<file path="src/rtl/exec_stage_mul.sv">
// Execute/write-back stage behind the 4-entry register file.
// Does ADD/SUB/AND in one cycle, or an unsigned shift-add multiply over WIDTH cycles.
module exec_stage_mul #(
    parameter int WIDTH   = 32,
    parameter int REGNO_W = 2
) (
    input  logic               Clock,
    input  logic               Reset,
    input  logic               Start,
    input  logic [1:0]         Op,
    input  logic [WIDTH-1:0]   ReadData1,
    input  logic [WIDTH-1:0]   ReadData2,
    input  logic [REGNO_W-1:0] DestReg,
    output logic               Busy,
    output logic               RegWrite,
    output logic [REGNO_W-1:0] WriteRegNo,
    output logic [WIDTH-1:0]   WriteData
);

    localparam int CNT_W = $clog2(WIDTH + 1);
    localparam logic [CNT_W-1:0] CNT_LAST = CNT_W'(WIDTH - 1);

    typedef enum logic [1:0] {
        S_IDLE,
        S_MUL,
        S_WB
    } state_t;

    state_t             state_q, state_d;
    logic [WIDTH-1:0]   mcand_q, mcand_d;
    logic [WIDTH-1:0]   mplr_q, mplr_d;
    logic [WIDTH-1:0]   acc_q, acc_d;
    logic [CNT_W-1:0]   cnt_q, cnt_d;
    logic [REGNO_W-1:0] dest_q, dest_d;
    logic               reg_write_q, reg_write_d;
    logic [REGNO_W-1:0] write_reg_no_q, write_reg_no_d;
    logic [WIDTH-1:0]   write_data_q, write_data_d;
    logic [WIDTH-1:0]   alu_result;
    logic [WIDTH-1:0]   acc_step;

    always_comb begin
        alu_result = '0;
        case (Op)
            2'b00:   alu_result = ReadData1 + ReadData2;
            2'b01:   alu_result = ReadData1 - ReadData2;
            2'b10:   alu_result = ReadData1 & ReadData2;
            default: alu_result = '0;
        endcase
    end

    assign acc_step = mplr_q[0] ? (acc_q + mcand_q) : acc_q;

    // Results are loaded into the write-port registers on the edge that enters WB,
    // so the strobe and data appear together and stay put afterwards.
    always_comb begin
        state_d        = state_q;
        mcand_d        = mcand_q;
        mplr_d         = mplr_q;
        acc_d          = acc_q;
        cnt_d          = cnt_q;
        dest_d         = dest_q;
        reg_write_d    = 1'b0;
        write_reg_no_d = write_reg_no_q;
        write_data_d   = write_data_q;

        case (state_q)
            S_IDLE: begin
                if (Start) begin
                    dest_d = DestReg;
                    if (Op == 2'b11) begin
                        mcand_d = ReadData1;
                        mplr_d  = ReadData2;
                        acc_d   = '0;
                        cnt_d   = '0;
                        state_d = S_MUL;
                    end else begin
                        reg_write_d    = 1'b1;
                        write_reg_no_d = DestReg;
                        write_data_d   = alu_result;
                        state_d        = S_WB;
                    end
                end
            end
            S_MUL: begin
                acc_d   = acc_step;
                mcand_d = mcand_q << 1;
                mplr_d  = mplr_q >> 1;
                cnt_d   = cnt_q + 1'b1;
                if (cnt_q == CNT_LAST) begin
                    reg_write_d    = 1'b1;
                    write_reg_no_d = dest_q;
                    write_data_d   = acc_step;
                    state_d        = S_WB;
                end
            end
            S_WB: begin
                state_d = S_IDLE;
            end
            default: begin
                state_d = S_IDLE;
            end
        endcase
    end

    always_ff @(posedge Clock) begin
        if (Reset) begin
            state_q        <= S_IDLE;
            mcand_q        <= '0;
            mplr_q         <= '0;
            acc_q          <= '0;
            cnt_q          <= '0;
            dest_q         <= '0;
            reg_write_q    <= 1'b0;
            write_reg_no_q <= '0;
            write_data_q   <= '0;
        end else begin
            state_q        <= state_d;
            mcand_q        <= mcand_d;
            mplr_q         <= mplr_d;
            acc_q          <= acc_d;
            cnt_q          <= cnt_d;
            dest_q         <= dest_d;
            reg_write_q    <= reg_write_d;
            write_reg_no_q <= write_reg_no_d;
            write_data_q   <= write_data_d;
        end
    end

    assign Busy       = (state_q != S_IDLE);
    assign RegWrite   = reg_write_q;
    assign WriteRegNo = write_reg_no_q;
    assign WriteData  = write_data_q;

endmodule

</file>
<file path="config.mk">
export PLATFORM = sky130hd
export DESIGN_NAME = exec_stage_mul
export DESIGN_NICKNAME = d
export VERILOG_FILES = /design/src/rtl/exec_stage_mul.sv
export SDC_FILE = /design/constraint.sdc
export NUM_CORES = 1
export LEC_CHECK = 0
export BUFFER_PORTS_ARGS = -buffer_cell sky130_fd_sc_hd__buf_4
export CORE_UTILIZATION = 27
export CTS_BUF_LIST = sky130_fd_sc_hd__clkbuf_2
export DETAILED_ROUTE_END_ITERATION = 7
export PLACE_DENSITY = 0.47
export SYNTH_ARGS = -nofsm -noshare
export SYNTH_HDL_FRONTEND = slang
export SYNTH_SLANG_ARGS = --single-unit
</file>
<file path="constraint.sdc">
create_clock -name Clock -period 5.45 [get_ports Clock]
set_input_delay 1.09 -clock Clock [delete_from_list [all_inputs] [get_ports Clock]]
set_output_delay 1.09 -clock Clock [all_outputs]
set_load 0.05 [all_outputs]
</file>
Word-level counts from Yosys, hierarchy flattened
Cells that the tools add are included.

Register bits after elaboration: 141. Latch bits: 0. Bits in writable memories: 0. ROM bits: 0. Input port bits: 71. Memories: 0.

Add/sub/neg operators: 4. Multipliers: 0. Divide/modulo/power cells: 0. Order comparisons: 0. Equality and inequality tests: 9. Shift-type cells: 0. Muxes and demuxes: 30. Bitwise logic cells: 1. Reductions and logical operators: 8.

Operators by type and width (number): 32-bit 2-to-1 mux (10); 32-bit case mux with 2 select lines (4); 32-bit case mux with 3 select lines (1); 32-bit adder (2); 32-bit AND (1); 32-bit subtractor (1); 2-bit 2-to-1 mux (6); 6-bit 2-to-1 mux (2); 6-bit case mux with 2 select lines (1); 2-bit != test, second input constant (4); 2-bit case mux with 2 select lines (2); 6-bit by 1-bit adder with 6-bit output, second input constant (1); 6-bit by 5-bit == test with 1-bit output, second input constant (1); 2-bit by 1-bit == test with 1-bit output, second input constant (2); 2-bit == test, second input constant (2); 2-bit zero test (2); 2-bit AND reduction (2); 4-bit AND reduction (1); 2-bit nonzero test (2); 1-bit 2-to-1 mux (3); 3-bit AND reduction (1); 1-bit case mux with 2 select lines (1).

Longest topological paths before layout
Gate-level depths: netlist of the first run.

Depth after elaboration: 5. Mapped depth: 19.

Worst setup path after synthesis of the first run
No wires, ideal clock.

Kind: input-to-reg. From: in ReadData2[5]. To: reg write_data_q[30] (netlist: WriteData[30]). Arrival: 4438 ps. Data required time: 5316 ps. Setup slack: 878 ps. Stages: 18. Path buffers: 0. Cell sequence: nor3_1 nand3b_1 nor2_1 nand3_1 or3_1 or2_1 o41ai_1 xor2_1 ha_1 inv_1 o21bai_1 a21oi_1 nor2b_1 o21ai_0 a21oi_1 or4_1 a31oi_1 a211oi_1.

Word-level cells in the longest chain between the ends: 5. Elaborated cells on any way between the ends: 6. Classes of those cells: 2 x add/sub; 4 x mux.

Ends and longest elaborated chain: start, declared (line 12) `input logic [WIDTH-1:0] ReadData2,`; 32-bit subtractor / 32-bit adder (equally long branches) (line 45, 44); 32-bit case mux with 3 select lines * (line 43) `case (Op)`; 32-bit 2-to-1 mux * (line 70) `if (Op == 2'b11) begin`; 32-bit 2-to-1 mux * (line 68) `if (Start) begin`; 32-bit case mux with 2 select lines * (line 66) `case (state_q)`; end signal, assigned (line 125) `write_data_q <= write_data_d;`; end, declared (line 37) `logic [WIDTH-1:0] write_data_q, write_data_d;`.

Mark *: on every way between the ends. The rest lies on a longest branch, timed or not. The select of a mux whose other input is x is not followed. A chain may end at the register's enable or synchronous reset.

Final worst setup path of the first run
Same ends and word-level chain as after synthesis.

==> flow_summary.yaml, run 1 <==
run_status:
  status: "completed"
sta:
  min_period_over_period: 0.804
  finalMaxSlewViolations: 0
  max_freq_ghz: 0.228
  rsz0062_at_grt: "no"
  maxSlewHeadroom: 0.235
  max_slew.worst_pin.slew_ns: 1.15
  skew_ns: 0.0510
  fin_setup_tns_ns: 0
  hold_viol_final: 0
  post-route-min-period_ns: 4.38
  setup_violations: 0
placed_design:
  gp_congestion: 0.884
  io_buffers: 106
  hpwl_um: 27000
clock_tree:
  clock_path_buffers: 2
  path_clk_slew_ns: 0.23
  post_cts_buffers: 0
  insertion_delay_ns: 0.82
  cts_resized: 0
  htree_levels: 4
  clock_sinks: 141
  cts_inserted_buffers: 17
  root_buffer: "clkbuf_2"
  cts_tree: "built"
  cts_hold_buf: 0
power_and_ir_drop:
  internal_power_mw: 1.70
  seqPwrFrac: 0.413
  power.switching_mw: 1.07
  p_sw_frac: 0.386
  ir_drop_v: 0.000127
  leakage_nw: 5.12
  comb_power_share: 0.327
  p_clk_frac: 0.260
  cellPowerDensity_mw_per_mm2: 239
die:
  start_util: 0.276
  coreArea_sq_mm: 0.0367
  rows: 70
  io_pins: 107
  die_w_um: 196
  design.die.area_sq_mm: 0.0382
  die_h_um: 196
logic_synthesis:
  synth-edff-count: 0
  synth_seq_cells: 141
  yosysWarnings: 0
  ys_types: 75
  seq_area_frac_synth: 0.279
  syn-instance-count: 1263
  syn_area_per_cell_sq_um: 8.01
  synth_nets: 1401
  synthArstFlopShare: 0
  netlist_area_sq_mm: 0.0101
  netlist.area_leader.share: 0.279
  synthTopCellsByArea: "dfxtp_1, ha_1, mux2i_1, nor2_1, a211oi_1"
  synth_top_flop_cell: "dfxtp_1"
  yosys.area.top_type: "dfxtp_1"
global_route:
  grt_use_total: 0.188
  antenna_found_initial: 2
  grt_pass1_vias: 9184
  grt_max_degree: 71
  grt_pass1_wl_um: 55000
  grt_overflow: 0
worst_setup_path:
  path_class: "in2reg"
  crit_arrival_ns: 5.07
  r2r_end: "WriteData[31]$_SDFFE_PP0P_"
  critical_path_peak_fanout: 5
  worstPathRequired_ns: 6.14
  r2r_cells: 11
  startpoint: "ReadData2[5]"
  start_kind: "primary input"
  cp-end-kind: "flop"
  cp-endpoint: "WriteData[30]$_SDFFE_PP0P_"
  regToRegStartpoint: "mcand_q[1]$_SDFFE_PP0P_"
  r2r_slack_ns: 2.02
final_layout:
  nets: 1468
  final_util: 0.317
  syn2layout_area_growth_pct: 15.0
  multi_input_area_sq_mm: 0.00692
  ff_latch_area_sq_mm: 0.00282
  fill_cells: 3933
  drive_gt1_frac: 0.141
route:
  num_vias: 9538
  drt_iter0_drc: 712
  avgViaCountPerCell: 5.26
  drc_errors: 0
  routedWlPerCell_um: 19.7
  routed_wl_um: 35700
  ant_nets: 0
  dr.pass1.iters: 6
run:
  drv_cap: 0
worst_hold_path:
  hold_class: "reg2reg"
[layout by cell type, fill, tap and decap left out, types with 17 or more instances in the layout]
cell | Yosys | routed
a211oi_1 | 78 | 78
a21o_1 | 29 | 29
a21oi_1 | 100 | 100
a31oi_1 | 21 | 21
buf_4 | 0 | 124
clkbuf_2 | 0 | 17
dfxtp_1 | 141 | 141
ha_1 | 65 | 65
inv_1 | 26 | 26
mux2i_1 | 73 | 73
nand2_1 | 83 | 83
nand3_1 | 18 | 18
nor2_1 | 189 | 188
o21ai_0 | 33 | 33
xnor2_1 | 49 | 49
xor2_1 | 34 | 34
[state kept, by name, summed over array words and instances (netlist names)]
register    count
WriteRegNo      2
state_q         2
dest_q          2
mcand_q        32
cnt_q           6
WriteData      32
RegWrite        1
acc_q          32
mplr_q         32
[cells in the mapped netlist (all sizes together) (3+ instances only)]
cell and count:
or3 4, a21oi 102, a21o 29, nand3b 3, clkbuf 58, nor3b 6
xor2 34, a32oi 13, inv 26, a31oi 24, o21bai 12, nor3 20
o2111ai 4, nor4 5, and4 3, or4 4, a211oi 78, mux2 5
o31ai 12, o21ai 51, nand2b 15, nor2 190, dfxtp 141, nand4 13
a22oi 10, nand3 18, o31a 4, buf 18, and3 10, nor2b 12
o21a 8, a311oi 16, a32o 3, xnor2 49, o211ai 3, and2 5
ha 65, or2 5, nand2 83, o41ai 4, mux2i 73
[logic make-up (layout without fill, tap and decap cells)]
family | after synthesis | count (layout) | share of synthesized area
DFF | 141 | 141 | 0.279
buffers and inverters | 102 | 182 | 0.0387
other | 0 | 2 | 0
muxes | 78 | 78 | 0.0778
xor gates and xnor gates | 83 | 83 | 0.0719
and+or+nand+nor | 397 | 397 | 0.180
adders and majority gates | 67 | 67 | 0.0844
AOI/OAI and AO/OA | 395 | 395 | 0.269
[per-layer routing]
metal,GRT usage,routed length [um],share of wire,vias up
met1,0.268,17900,0.50,4544
met3,0.0245,1350,0.038,31
li1,-,-,-,4779
met2,0.293,15700,0.44,184
met4,0.0586,693,0.019,0
met5,0,0,0,-
[worst max-delay path, cell delays in order]
cell	delay (ns)
buf_4	0.13
nor3_1	0.25
nand3b_1	0.16
nor2_1	0.22
nand3_1	0.18
or3_1	0.39
or2_1	0.30
o41ai_1	0.34
xor2_1	0.18
ha_1	0.29
inv_1	0.12
o21bai_1	0.08
a21oi_1	0.25
nor2b_1	0.08
o21ai_0	0.16
a21oi_1	0.10
or4_1	0.46
a31oi_1	0.18
a211oi_1	0.09
[power groups by stage]
stage,Sequential (mW),Combinational (mW),Clock (mW)
after floorplan,1.23,0.539,0
after global placement,1.17,0.904,0
after detailed placement,1.17,0.902,0
after CTS,1.15,0.906,0.755
after global routing,1.16,0.988,0.796
final,1.15,0.909,0.721
[layout make-up]
class,instances,area share
Antenna cell,2,0.000430
Clock buffer,17,0.00731
Clock inverter,15,0.0160
Inverter,26,0.00839
Multi-Input combinational cell,1020,0.595
Sequential cell,141,0.243
Tap cell,468,0.0503
Timing Repair Buffer,124,0.0800
[how the worst min path moves through the flow]
stage | startpoint | endpoint | slack (ns) | cells past startpoint
4_1_cts | DestReg[0] | dest_q[0]$_SDFFE_PP0P_ | 0.44 | 3
5_1_grt | DestReg[0] | dest_q[0]$_SDFFE_PP0P_ | 0.45 | 3
3_5_place_dp | WriteData[7]$_SDFFE_PP0P_ | WriteData[7]$_SDFFE_PP0P_ | 0.45 | 2
3_3_place_gp | WriteData[7]$_SDFFE_PP0P_ | WriteData[7]$_SDFFE_PP0P_ | 0.44 | 2
2_1_floorplan | acc_q[18]$_SDFFE_PP0P_ | acc_q[18]$_SDFFE_PP0P_ | 0.45 | 2
6_report | WriteData[7]$_SDFFE_PP0P_ | WriteData[7]$_SDFFE_PP0P_ | 0.47 | 2
[through the flow]
| step | cell area, sq um | hold WS [ns] | worst slack [ns] | std cells | power (mW) |
|---|---|---|---|---|---|
| 6_report | 11600 | 0.475 | 1.07 | 1813 | 2.78 |
| 5_1_grt | 11600 | 0.451 | 0.809 | 1813 | 2.94 |
| 4_1_cts | 11600 | 0.438 | 1.17 | 1811 | 2.81 |
| 3_5_place_dp | 11400 | 0.447 | 0.238 | 1779 | 2.07 |
| 3_3_place_gp | 11400 | 0.444 | 0.285 | 1779 | 2.07 |
| 2_1_floorplan | 10100 | 0.448 | 0.878 | 1263 | 1.77 |
No activity file was read; power rests on OpenSTA's default activity.
==> run 2, diff against run 1 <==
Settings changed: PLACE_DENSITY 0.47 to 0.48.
Clock period 5.45 ns to 4 ns, I/O delays scaled along.
==> run 2 against run 1 <==
- wire length rose by 3.0%
- largest power group unchanged
- via count rose by 6.3%
- critical endpoint is now WriteData[31]$_SDFFE_PP0P_
- cell area rose by 7.9%
- first-iteration DRC count rose by 30%
- critical path depth fell by 2
- global-route usage rose by 0.45 points
- worst setup slack got worse by 0.74 ns
- clock skew fell by 0.0094 ns
==> flow_summary.yaml, run 2 (synthesized netlist as in run 1, its figures left out) <==
die:
  design.die.area_sq_mm: 0.0382
  coreArea_sq_mm: 0.0367
  die_h_um: 196
  rows: 70
  io_pins: 107
  start_util: 0.276
  die_w_um: 196
worst_setup_path:
  cpMostUsedCell: "buf_4"
  crit_arrival_ns: 4.41
  slowest_delay_ns: 0.38
  start_kind: "primary input"
  worstPathRequired_ns: 4.74
  crit_chain: "buf_4 -> nor3_1 -> buf_4 -> nand3b_1 -> buf_4 -> o31ai_1 -> xor2_1 -> ha_1 -> a31o_2 -> a211oi_1 -> o221ai_1 -> o211ai_1 -> a21oi_1 -> o31ai_1 -> xnor2_1 -> nor2_1 -> o21ai_1"
  path_class: "in2reg"
  cp-end-kind: "flop"
  critical_path_peak_fanout: 3
  cp_slowest_cell: "a211oi_1"
placed_design:
  gp_congestion: 0.874
  post-place-ws_ns: -0.663
  io_buffers: 106
  hpwl_um: 28200
clock_tree:
  clock_path_buffers: 2
  cts_tree: "built"
  htree_levels: 4
  path_clk_slew_ns: 0.27
  cts_inserted_buffers: 17
  post_cts_buffers: 0
  cts_resized: 0
  root_buffer: "clkbuf_2"
  insertion_delay_ns: 0.82
  clock_sinks: 141
  cts_hold_buf: 0
sta:
  fin_ws_ns: 0.329
  skew_ns: 0.0416
  post-route-min-period_ns: 3.67
  max_freq_ghz: 0.272
  hold_viol_final: 0
  finalMaxSlewViolations: 0
  min_period_over_period: 0.918
  max_slew.worst_pin.slew_ns: 0.810
  setup_violations: 0
  rsz0062_at_grt: "no"
  fin_setup_tns_ns: 0
  maxSlewHeadroom: 0.459
route:
  drt_iter0_drc: 927
  num_vias: 10100
  routedWlPerCell_um: 19.0
  dr.pass1.iters: 8
  avgViaCountPerCell: 5.23
  ant_nets: 0
  routed_wl_um: 36800
  drc_errors: 0
final_layout:
  final_util: 0.342
  syn2layout_area_growth_pct: 24.1
  layout_commonest_cell: "buf_4"
  drive_gt1_frac: 0.217
  mostFrequentLayoutCells: "buf_4, nor2_1, dfxtp_1"
  nets: 1592
global_route:
  grt_pass1_wl_um: 56900
  grt_use_total: 0.193
  grt_pass1_vias: 9778
  grt_max_degree: 56
  grt_overflow: 0
  antenna_found_initial: 2
run_status:
  status: "completed"
run:
  drv_cap: 0
power_and_ir_drop:
  leakage_nw: 5.72
  ir_drop_v: 0.000157
  cellPowerDensity_mw_per_mm2: 311
  power_mw: 3.90
worst_hold_path:
  hold_class: "in2reg"
## run 2: final cells by class
type	instances	area (sq um)
inverters	26	97.6
clock inverters	15	154
diodes	2	5.00
multi-input cells	1020	6950
fillers	3861	24100
repair buffers	248	1860
well taps	468	586
clock buffers	17	85.1
flip-flops and latches	141	2820
## run 2: stage by stage
step | instance area [sq um] | hold slack, ns | cells
floorplan | 10100 | 0.448 | 1263
global placement | 12300 | 0.443 | 1903
detailed placement | 12300 | 0.453 | 1903
CTS | 12500 | 0.144 | 1935
global route | 12600 | 0.158 | 1937
finish | 12600 | 0.226 | 1937
## run 2: worst max-delay path, delay by kind of cell
kind            cells  cell delay (ns)
compound gates      8             2.09
xor+xnor            2             0.39
fa+ha+maj           1             0.29
buf+inv             3             0.44
simple gates        3             0.38
## run 2: metal layers
layer	GRT usage	routed length, um	vias up
li1	-	-	5027
met5	0	0	-
met4	0.0525	650	0
met2	0.300	16100	192
met3	0.0231	1160	28
met1	0.278	18800	4888
## run 2: path summary, 6_finish.rpt
check / from / slack, ns / cells past startpoint / to
setup / recovery: ReadData2[5] / 0.33 / 17 / WriteData[31]$_SDFFE_PP0P_
hold / removal: DestReg[0] / 0.23 / 3 / dest_q[0]$_SDFFE_PP0P_
setup reg to reg: mcand_q[0]$_SDFFE_PP0P_ / 0.42 / 12 / WriteData[26]$_SDFFE_PP0P_
hold reg to reg: WriteData[11]$_SDFFE_PP0P_ / 0.47 / 2 / WriteData[11]$_SDFFE_PP0P_
## run 2: where the power goes
group	switching (mW)	internal (mW)	leakage, nW
sequential	0.0705	1.50	1.15
clock	0.673	0.250	0.137
combinational	0.804	0.607	4.43
total	1.55	2.35	5.72
